--- src/rtl/btn_frame_rx_pkg.sv ---
// Shared constants for the button-state frame receiver: command byte, button indices
// and the event FIFO entry width helper.
package btn_frame_rx_pkg;

    localparam logic [7:0] CMD_BTN_STATE = 8'hF4;

    localparam int BTN_JOY_DOWN  = 0;
    localparam int BTN_JOY_UP    = 1;
    localparam int BTN_JOY_LEFT  = 2;
    localparam int BTN_JOY_RIGHT = 3;
    localparam int BTN_JOY_PUSH  = 4;
    localparam int BTN_A         = 5;
    localparam int BTN_B         = 6;
    localparam int BTN_X         = 7;
    localparam int BTN_Y         = 8;
    localparam int BTN_START     = 9;
    localparam int BTN_BACK      = 10;

    // Event entry layout is {timestamp (optional, 16b), index, press}.
    function automatic int evt_width(input int idxw, input bit ts_en);
        return idxw + 1 + (ts_en ? 16 : 0);
    endfunction

endpackage

--- src/rtl/btn_evt_fifo.sv ---
// Purpose: show-ahead event FIFO, pointers one bit wider than the address.
// Latency: a push is visible at pop_vld/pop_dat the cycle after it is written.
// Backpressure: push is ignored while full; full comes only from registered pointers.
module btn_evt_fifo #(
    parameter int W     = 8,
    parameter int DEPTH = 8,
    localparam int AW   = $clog2(DEPTH),
    localparam int PW   = AW + 1
) (
    input  logic          clk,
    input  logic          resetq,
    input  logic          push_vld,
    input  logic [W-1:0]  push_dat,
    output logic          pop_vld,
    input  logic          pop_rdy,
    output logic [W-1:0]  pop_dat,
    output logic          full,
    output logic [PW-1:0] cnt
);

    logic [W-1:0]  mem [DEPTH];
    logic [PW-1:0] wr_ptr;
    logic [PW-1:0] rd_ptr;
    logic          do_push;
    logic          do_pop;

    assign cnt     = wr_ptr - rd_ptr;
    assign full    = (cnt == PW'(DEPTH));
    assign pop_vld = (cnt != '0);
    assign do_push = push_vld && !full;
    assign do_pop  = pop_vld && pop_rdy;
    // Head is forced to zero while empty so stale storage never leaks out.
    assign pop_dat = pop_vld ? mem[rd_ptr[AW-1:0]] : '0;

    always_ff @(posedge clk) begin
        if (do_push)
            mem[wr_ptr[AW-1:0]] <= push_dat;
    end

    always_ff @(posedge clk or negedge resetq) begin
        if (!resetq) begin
            wr_ptr <= '0;
            rd_ptr <= '0;
        end else begin
            if (do_push)
                wr_ptr <= wr_ptr + 1'b1;
            if (do_pop)
                rd_ptr <= rd_ptr + 1'b1;
        end
    end

endmodule

--- src/rtl/btn_frame_rx.sv ---
// Purpose: capture CMD button frames from the SPI write stream, emit press/release events (BTNRX_TIMESTAMP_EN adds evt_time).
// Latency: pw_end -> btn_state 1 cycle; btn_state -> evt_valid 2 cycles (scan stage + FIFO write).
// Backpressure: evt_ready low stalls the scanner once the FIFO fills; changes coalesce, nothing is dropped.
module btn_frame_rx
    import btn_frame_rx_pkg::*;
#(
    parameter logic [7:0] CMD        = CMD_BTN_STATE,
    parameter int          NBYTES     = 4,
    parameter int          NBTN       = 11,
    parameter int          BTN_LSB    = 16,
    parameter int          FIFO_DEPTH = 8,
    localparam int         IDXW       = (NBTN > 1) ? $clog2(NBTN) : 1
) (
    input  logic            clk,
    input  logic            resetq,
    input  logic [7:0]      pw_wdata,
    input  logic            pw_wcmd,
    input  logic            pw_wstb,
    input  logic            pw_end,
    output logic [NBTN-1:0] btn_state,
    output logic            btn_valid,
    output logic            frame_err,
    output logic            evt_valid,
    input  logic            evt_ready,
    output logic [IDXW-1:0] evt_idx,
`ifdef BTNRX_TIMESTAMP_EN
    output logic [15:0]     evt_time,
`endif
    output logic            evt_press
);

    localparam int SHW     = 8 * NBYTES;
    localparam int CW      = $clog2(NBYTES + 2);
    localparam int PW      = $clog2(FIFO_DEPTH) + 1;
`ifdef BTNRX_TIMESTAMP_EN
    localparam bit TS_EN   = 1'b1;
`else
    localparam bit TS_EN   = 1'b0;
`endif
    localparam int EW      = evt_width(IDXW, TS_EN);

    logic            matched, matched_nx;
    logic [CW-1:0]   byte_cnt, byte_cnt_nx;
    logic [SHW-1:0]  shift, shift_nx;
    logic            commit_ok, commit_bad;

    // The byte in the same cycle as pw_end is folded in before the commit decision.
    always_comb begin
        matched_nx  = matched;
        byte_cnt_nx = byte_cnt;
        shift_nx    = shift;
        if (pw_wstb && pw_wcmd) begin
            matched_nx  = (pw_wdata == CMD);
            byte_cnt_nx = '0;
            shift_nx    = '0;
        end else if (pw_wstb) begin
            shift_nx = SHW'({pw_wdata, shift} >> 8);
            if (byte_cnt != CW'(NBYTES + 1))
                byte_cnt_nx = byte_cnt + 1'b1;
        end
    end

    assign commit_ok  = pw_end && matched_nx && (byte_cnt_nx == CW'(NBYTES));
    assign commit_bad = pw_end && matched_nx && (byte_cnt_nx != CW'(NBYTES));

    always_ff @(posedge clk or negedge resetq) begin
        if (!resetq) begin
            matched   <= 1'b0;
            byte_cnt  <= '0;
            shift     <= '0;
            btn_state <= '0;
            btn_valid <= 1'b0;
            frame_err <= 1'b0;
        end else begin
            matched   <= pw_end ? 1'b0 : matched_nx;
            byte_cnt  <= pw_end ? '0 : byte_cnt_nx;
            shift     <= shift_nx;
            frame_err <= commit_bad;
            if (commit_ok) begin
                btn_state <= shift_nx[BTN_LSB +: NBTN];
                btn_valid <= 1'b1;
            end
        end
    end

    logic [NBTN-1:0] reported, diff, scan_mask;
    logic [IDXW-1:0] scan_idx;
    logic            scan_press, scan_go, space;
    logic            push_q;
    logic [EW-1:0]   push_dat_q, scan_dat;
    logic            fifo_full;
    logic [PW-1:0]   fifo_cnt;
    logic [EW-1:0]   fifo_dat;

    assign diff       = btn_state ^ reported;
    assign scan_mask  = diff & (~diff + NBTN'(1));
    assign scan_press = |(btn_state & scan_mask);

    always_comb begin
        scan_idx = '0;
        for (int i = 0; i < NBTN; i++)
            if (scan_mask[i])
                scan_idx = IDXW'(i);
    end

    // The staged push counts as occupied so the scan never overruns the FIFO.
    assign space   = ({1'b0, fifo_cnt} + {{PW{1'b0}}, push_q}) < (PW+1)'(FIFO_DEPTH);
    assign scan_go = (diff != '0) && !fifo_full && space;

`ifdef BTNRX_TIMESTAMP_EN
    logic [15:0] cyc_cnt, ts_latch;

    always_ff @(posedge clk or negedge resetq) begin
        if (!resetq) begin
            cyc_cnt  <= '0;
            ts_latch <= '0;
        end else begin
            cyc_cnt <= cyc_cnt + 1'b1;
            if (commit_ok)
                ts_latch <= cyc_cnt;
        end
    end

    assign scan_dat = {ts_latch, scan_idx, scan_press};
    assign evt_time = fifo_dat[EW-1 -: 16];
`else
    assign scan_dat = {scan_idx, scan_press};
`endif

    always_ff @(posedge clk or negedge resetq) begin
        if (!resetq) begin
            reported   <= '0;
            push_q     <= 1'b0;
            push_dat_q <= '0;
        end else begin
            push_q <= scan_go;
            if (scan_go) begin
                reported   <= reported ^ scan_mask;
                push_dat_q <= scan_dat;
            end
        end
    end

    btn_evt_fifo #(
        .W     (EW),
        .DEPTH (FIFO_DEPTH)
    ) u_fifo (
        .clk      (clk),
        .resetq   (resetq),
        .push_vld (push_q),
        .push_dat (push_dat_q),
        .pop_vld  (evt_valid),
        .pop_rdy  (evt_ready),
        .pop_dat  (fifo_dat),
        .full     (fifo_full),
        .cnt      (fifo_cnt)
    );

    assign evt_idx   = fifo_dat[IDXW:1];
    assign evt_press = fifo_dat[0];

endmodule
--- config.mk ---
export PLATFORM = sky130hd
export DESIGN_NAME = btn_frame_rx
export DESIGN_NICKNAME = d
export VERILOG_FILES = /design/src/rtl/btn_frame_rx_pkg.sv /design/src/rtl/btn_evt_fifo.sv /design/src/rtl/btn_frame_rx.sv
export SDC_FILE = /design/constraint.sdc
export NUM_CORES = 1
export LEC_CHECK = 0
export BUFFER_PORTS_ARGS = -buffer_cell sky130_fd_sc_hd__buf_2
export CAP_MARGIN = 25
export CORE_ASPECT_RATIO = 2
export CORE_MARGIN = 10
export CORE_UTILIZATION = 60
export CTS_BUF_LIST = sky130_fd_sc_hd__clkbuf_4 sky130_fd_sc_hd__clkbuf_8
export CTS_CLUSTER_DIAMETER = 60
export DETAILED_ROUTE_END_ITERATION = 8
export PLACE_DENSITY = 0.78
export SYNTH_ARGS = -nofsm -noshare
export SYNTH_HDL_FRONTEND = slang
export SYNTH_SLANG_ARGS = --single-unit
--- constraint.sdc ---
create_clock -name clk -period 6.2 [get_ports clk]
set_clock_uncertainty 0.2 [all_clocks]
set_input_delay 0.31 -clock clk [delete_from_list [all_inputs] [get_ports clk]]
set_output_delay 0.31 -clock clk [all_outputs]
set_load 0.01 [all_outputs]
==> results.py, run 1 <==
metrics = {
    "run_status": {
        "status": "finished, final reports clean",
    },
    "synth": {
        "yosys-top-cells-count": "58 x dfrtp_1, 43 x nand2_1, 40 x edfxtp_1",
        "yosys.area.top_type_share_pct": 31.8,
        "yosys_register_bits": 98,
        "syn_nets": 388,
        "ys.flop_type": "dfrtp_1",
        "ys_types": 60,
        "syn-cell-area_mm2": 0.00456,
        "ys.warnings.count": 0,
        "syn-instance-count": 365,
        "syn_avg_cell_area_um2": 12.5,
        "synth_edf_count": 40,
        "yosysMostFrequentCell": "dfrtp_1",
        "synthTopCellsByArea": "dfrtp_1 32%, edfxtp_1 26%, mux4_2 4.9%",
        "ys_seq_area_share_pct": 58.2,
        "synth.largest_area_cell": "dfrtp_1",
        "async_reset_ff_share_pct": 59.2,
    },
    "sta": {
        "finalSetupViolations": 0,
        "hold_violations": 0,
        "fin_crit_ns": 3.57,
        "fin_crit_sh_pct": 57.6,
        "worst_pin_slew_ns": 0.958,
        "rsz0062_at_grt": "false",
        "relSlewSlack_pct": 35.2,
        "fin_ws_ns": 2.63,
        "max_freq_mhz": 280,
        "finalMaxSlewViolations": 0,
        "setup_tns_ns": 0,
    },
    "grt": {
        "first_global_vias": 3163,
        "grt_util_all_layers_pct": 17.7,
        "grt_pass1_wl_um": 15600,
        "grt_max_degree": 59,
        "overflow": 0,
        "antenna_found_initial": 0,
    },
    "floorplanning": {
        "dieHeight_um": 143,
        "die_area_mm2": 0.0117,
        "ioPinCount": 33,
        "rows": 44,
        "fp.dieW_um": 81.6,
        "core_mm2": 0.00732,
        "start_util_pct": 62.3,
    },
    "clock_tree": {
        "cts_buffers": 9,
        "cts_tree": "yes",
        "cts.sinks": 98,
        "postCtsSetupBuffers": 0,
        "cts.reportedPaths.clkPinSlew_ns": 0.09,
        "cts-root-buf": "clkbuf_8",
        "htreeDepth": 3,
        "clk_latency_ns": 0.37,
        "cts-resized-gates": 0,
        "cts_max_path_buffers": 2,
    },
    "placement": {
        "dp.cells": 481,
        "port_buffers": 32,
        "pre_cts_ws_ns": 2.64,
        "hpwl_um": 7020,
        "gp_congestion": 0.884,
    },
    "setup_path": {
        "reg2reg_depth": 8,
        "cp-start-kind": "flip-flop",
        "crit_arrival_ns": 3.06,
        "critical_path_class": "flip-flop to output pin",
        "critPathCaptureType": "output pin",
        "required_ns": 5.69,
        "path_cells": "ha_1 > inv_1 > fa_1 > xor2_1 > or3b_1 > nor2_2 > inv_2 > buf_2",
        "reg2reg_to": "u_fifo.mem[6][1]$_DFFE_PP_",
        "cp_slowest_cell": "dfrtp_1",
        "reg2reg_from": "u_fifo.rd_ptr[0]$_DFFE_PN0P_",
        "regToRegSetupSlack_ns": 2.64,
        "max_stage_delay_ns": 0.84,
        "path_max_fanout": 14,
    },
    "route": {
        "drtAntennaViolNets": 0,
        "via_per_inst": 5.85,
        "drc": 0,
        "dr_total_vias": 2970,
        "dr.pass1.iters": 4,
        "wl_per_cell_um": 18.5,
        "first_iter_violations": 247,
        "wirelength_um": 9420,
    },
    "final_layout": {
        "seq_area_mm2": 0.00265,
        "nFillCells": 502,
        "area_growth_pct": 13.7,
        "num_antenna_cells": 0,
        "num-nets-final": 434,
        "multi_input_area_mm2": 0.00175,
        "finalNonFillerCells": 508,
        "drive_above_1_share_pct": 22.4,
    },
    "worst_hold_path": {
        "hp-start": "pw_wcmd",
        "hold_path_depth": 2,
        "hold_path.class": "primary input to flip-flop",
        "whs_endpoint": "shift[30]$_DFFE_PN0P_",
    },
    "flow_run": {
        "cap_violations": 0,
    },
    "power_and_ir_drop": {
        "p_leak_nw": 2.33,
        "intPower_w": 0.00113,
        "switching_share_pct": 26.6,
        "cellPowerDensity_mw_per_mm2": 299,
        "pwr-share-comb_pct": 17.0,
        "p_sw_w": 0.000412,
        "clockPowerShare_pct": 34.8,
        "vdd.ir_drop.worst_mv": 0.271,
        "p_seq_share_pct": 48.2,
    },
}
==> layout by cell type (no fill, tap or decap), types with 12 or more instances in the layout <==
cell	count
edfxtp_1	40
nand2_1	43
xnor2_1	16
buf_2	33
o21ai_0	21
dfrtp_1	58
inv_1	30
a21oi_1	12
mux2_2	18
==> area by class of cell <==
| class | instances | area share [%] |
|---|---|---|
| tap | 92 | 2.22 |
| multi-input combinational | 227 | 33.8 |
| clock inverter | 6 | 2.63 |
| timing repair buffer | 44 | 5.29 |
| clock buffer | 10 | 2.66 |
| sequential | 98 | 51.2 |
| inverter | 31 | 2.25 |
==> per-layer routing <==
metal | share of wire [%] | GRT usage, % | up-vias | wire [um]
li1 | - | - | 1404 | -
met1 | 33 | 16.9 | 1425 | 3140
met2 | 58 | 32.5 | 102 | 5440
met3 | 4.3 | 4.34 | 39 | 404
met4 | 4.6 | 9.82 | 0 | 433
met5 | 0 | 0 | - | 0
==> per-stage QoR <==
stage,power [W],hold WS [ns],util [%],area (um^2)
2_1_floorplan,0.000952,-0.186,-,4560
3_3_place_gp,0.00101,0.246,65.6,4800
3_5_place_dp,0.00102,0.283,65.6,4800
4_1_cts,0.00155,0.00495,70.5,5160
5_1_grt,0.00161,0.0112,70.8,5180
6_report,0.00155,0.0219,70.8,5180
==> worst max-delay path by stage <==
| stage | startpoint | to | slack, ns | depth (start not counted) |
|---|---|---|---|---|
| 2_1_floorplan | u_fifo.rd_ptr[1]$_DFFE_PN0P_ | u_fifo.mem[6][0]$_DFFE_PP_ | 3.22 | 8 |
| 3_3_place_gp | u_fifo.rd_ptr[0]$_DFFE_PN0P_ | u_fifo.mem[1][0]$_DFFE_PP_ | 2.81 | 7 |
| 3_5_place_dp | u_fifo.rd_ptr[0]$_DFFE_PN0P_ | u_fifo.mem[1][0]$_DFFE_PP_ | 2.64 | 7 |
| 4_1_cts | u_fifo.rd_ptr[0]$_DFFE_PN0P_ | evt_valid | 2.57 | 8 |
| 5_1_grt | u_fifo.rd_ptr[0]$_DFFE_PN0P_ | u_fifo.mem[4][2]$_DFFE_PP_ | 2.40 | 7 |
| 6_report | u_fifo.rd_ptr[0]$_DFFE_PN0P_ | evt_valid | 2.63 | 8 |
==> logic make-up (layout without fill, tap and decap cells) <==
logic type	Yosys count	in the layout	share of synthesized area [%]
AOI/OAI and AO/OA	58	58	8.35
xor gates and xnor gates	24	24	4.78
buffers and inverters	40	91	3.43
and+or+nand+nor	102	102	11.9
adders and majority gates	13	13	3.51
DFF	98	98	58.2
muxes	30	30	9.88
==> critical path: cells and delay by family, from the launching register on <==
family	cells	cell delay [ns]
adder cells (fa/ha/maj)	2	0.67
XOR/XNOR	1	0.17
AND/OR/NAND/NOR	2	0.71
buffers and inverters	3	0.30
flip-flops	1	0.84
==> what timing repair did <==
item,in CTS,in global routing
hold endpoints to repair,69,0
endpoints found under the setup margin,0,0
hold buffers,9,0
==> power groups by stage <==
stage	sequential [W]	combinational [W]	clock, W
CTS	0.000749	0.000264	0.000540
global placement	0.000760	0.000249	0
global route	0.000755	0.000289	0.000566
floorplan	0.000722	0.000231	0
detailed placement	0.000763	0.000257	0
finish	0.000746	0.000263	0.000538
No activity file was read; power rests on OpenSTA's default activity.
==> inputs of run 2 (changes only) <==
--- a/config.mk
+++ b/config.mk
@@ -9,11 +9,11 @@
 export CAP_MARGIN = 25
 export CORE_ASPECT_RATIO = 2
 export CORE_MARGIN = 10
-export CORE_UTILIZATION = 60
+export CORE_UTILIZATION = 56
 export CTS_BUF_LIST = sky130_fd_sc_hd__clkbuf_4 sky130_fd_sc_hd__clkbuf_8
 export CTS_CLUSTER_DIAMETER = 60
 export DETAILED_ROUTE_END_ITERATION = 8
-export PLACE_DENSITY = 0.78
+export PLACE_DENSITY = 0.77
 export SYNTH_ARGS = -nofsm -noshare
 export SYNTH_HDL_FRONTEND = slang
 export SYNTH_SLANG_ARGS = --single-unit
==> constraint.sdc (replaced) <==
create_clock -name clk -period 3.2 [get_ports clk]
set_clock_uncertainty 0.2 [all_clocks]
set_input_delay 0.16 -clock clk [delete_from_list [all_inputs] [get_ports clk]]
set_output_delay 0.16 -clock clk [all_outputs]
set_load 0.01 [all_outputs]
==> run 2 against run 1 <==
Against the previous run: utilization fell by 5.2 points; critical path depth rose by 2; combinational power up 130%; wire length rose by 2.3%; setup slack worse by 2.4 ns; cell count rose by 3.7%; clock-buffer cell count unchanged; total power up 72%; largest power group unchanged.
==> results.py, run 2 (synthesized netlist as in run 1, its figures left out) <==
metrics = {
    "run_status": {
        "status": "finished, final reports clean",
    },
    "final_layout": {
        "final_common_cell": "dfrtp_1",
        "area_growth_pct": 14.3,
        "drive_above_1_share_pct": 24.6,
        "num_antenna_cells": 0,
        "nFillCells": 611,
        "num-nets-final": 449,
        "final_cell_mix": "58 x dfrtp_1, 43 x nand2_1, 40 x edfxtp_1",
    },
    "placement": {
        "pre_cts_ws_ns": 0.104,
        "port_buffers": 32,
        "gp_congestion": 0.885,
        "hpwl_um": 7350,
    },
    "flow_run": {
        "cap_violations": 0,
    },
    "power_and_ir_drop": {
        "cellPowerDensity_mw_per_mm2": 512,
        "vdd.ir_drop.worst_mv": 0.330,
        "p_leak_nw": 2.35,
    },
    "clock_tree": {
        "clk_latency_ns": 0.36,
        "cts_tree": "yes",
        "postCtsSetupBuffers": 0,
        "cts_buffers": 9,
        "htreeDepth": 3,
        "cts_max_path_buffers": 2,
        "cts-root-buf": "clkbuf_8",
        "cts.sinks": 98,
        "cts.reportedPaths.clkPinSlew_ns": 0.09,
    },
    "worst_hold_path": {
        "hp-start": "pw_wstb",
        "hold_path_depth": 2,
        "hold_path.class": "primary input to flip-flop",
        "whs_endpoint": "shift[27]$_DFFE_PN0P_",
    },
    "floorplanning": {
        "dieHeight_um": 148,
        "fp.dieW_um": 83.8,
        "start_util_pct": 57.4,
        "die_area_mm2": 0.0124,
        "ioPinCount": 33,
        "rows": 46,
        "core_mm2": 0.00794,
    },
    "sta": {
        "finalSetupViolations": 0,
        "relSlewSlack_pct": 55.1,
        "worst_pin_slew_ns": 0.673,
        "fin_crit_ns": 3.02,
        "max_freq_mhz": 331,
        "finalMaxSlewViolations": 0,
        "rsz0062_at_grt": "false",
        "setup_tns_ns": 0,
        "hold_violations": 0,
        "fin_crit_sh_pct": 94.3,
        "fin_ws_ns": 0.183,
    },
    "grt": {
        "antenna_found_initial": 0,
        "grt_pass1_wl_um": 15800,
        "first_global_vias": 3215,
        "overflow": 0,
        "grt_util_all_layers_pct": 16.1,
        "grt_max_degree": 33,
    },
    "setup_path": {
        "reg2reg_to": "u_fifo.mem[2][4]$_DFFE_PP_",
        "path_max_fanout": 8,
        "crit_buf_inv": 4,
        "path_cells": "inv_2 > ha_1 > inv_1 > fa_1 > xor2_1 > or3b_1 > nor2_2 > buf_4 > a21oi_1 > buf_2",
        "max_stage_delay_ns": 0.48,
        "crit_arrival_ns": 2.66,
        "required_ns": 2.84,
        "crit_family": "simple AND/OR/NAND/NOR gates",
        "critPathCaptureType": "output pin",
        "regToRegSetupSlack_ns": 0.20,
        "reg2reg_depth": 9,
        "cp_slowest_cell": "dfrtp_1",
        "reg2reg_from": "u_fifo.wr_ptr[0]$_DFFE_PN0P_",
        "critical_path_class": "flip-flop to output pin",
        "cp-start-kind": "flip-flop",
    },
    "route": {
        "drc": 0,
        "wirelength_um": 9630,
        "first_iter_violations": 279,
        "via_per_inst": 5.72,
        "dr.pass1.iters": 4,
        "wl_per_cell_um": 18.3,
        "dr_total_vias": 3014,
        "drtAntennaViolNets": 0,
    },
}
==> run 2: cell types whose count changed in the layout (fill, tap and decap cells not counted), moves of 2 or more <==
cell,before,now
clkinv_2,0,2
dlygate4sd3_1,9,13
bufinv_16,4,0
buf_4,1,14
==> run 2: worst max-delay path by stage <==
stage	from	depth (start not counted)	to	slack, ns
2_1_floorplan	u_fifo.rd_ptr[1]$_DFFE_PN0P_	8	u_fifo.mem[6][0]$_DFFE_PP_	0.22
3_3_place_gp	u_fifo.wr_ptr[0]$_DFFE_PN0P_	9	u_fifo.mem[6][1]$_DFFE_PP_	0.24
3_5_place_dp	u_fifo.wr_ptr[0]$_DFFE_PN0P_	9	u_fifo.mem[6][4]$_DFFE_PP_	0.10
4_1_cts	u_fifo.wr_ptr[0]$_DFFE_PN0P_	9	u_fifo.mem[6][4]$_DFFE_PP_	0.08
5_1_grt	u_fifo.wr_ptr[0]$_DFFE_PN0P_	9	u_fifo.mem[2][1]$_DFFE_PP_	0.01
6_report	u_fifo.wr_ptr[0]$_DFFE_PN0P_	10	evt_idx[3]	0.18
==> run 2: final cells by class <==
type	instances	area, um^2	share of cell area, %
Sequential cell	98	2650	50.9
Timing Repair Buffer	59	395	7.59
Clock inverter	6	33.8	0.649
Clock buffer	10	131	2.52
Tap cell	96	120	2.31
Multi-Input combinational cell	227	1760	33.8
Inverter	31	116	2.23
==> run 2: worst register-to-register path: stages, from the launching register on <==
cell     delay, ns
dfrtp_1       0.48
inv_2         0.14
ha_1          0.17
inv_1         0.06
fa_1          0.37
xor2_1        0.18
or3b_1        0.20
o31a_1        0.18
nand2_1       0.14
nor3_1        0.52
==> run 2: what timing repair did <==
item                                   CTS  global route
hold buffers                            13             0
setup endpoints to repair                0            15
endpoints found under the hold margin   44             0
resized for setup                        0             3
==> run 2: routing by layer <==
metal  vias up  global-route usage, %  wire [um]
li1       1422                      -          -
met1      1513                   14.3       3150
met2        58                   31.7       5790
met3        21                   3.41        346
met4         0                   9.01        347
met5         -                      0          0
==> run 2: power breakdown <==
group          switching (W)  internal, W  total (W)
Clock               0.000395     0.000283   0.000678
Combinational       0.000346     0.000262   0.000608
Sequential         0.0000385      0.00134    0.00138
Total               0.000779      0.00189    0.00267
==> run 2: stage by stage <==
step	instances	cell area (um^2)	hold slack [ns]	util, %	power (W)
2_1_floorplan	365	4560	-0.336	-	0.00185
3_3_place_gp	498	4900	0.0445	61.7	0.00199
3_5_place_dp	498	4900	0.0346	61.7	0.00201
4_1_cts	527	5200	0.0185	65.5	0.00268
5_1_grt	527	5210	0.0827	65.6	0.00281
6_report	527	5210	0.0510	65.6	0.00267
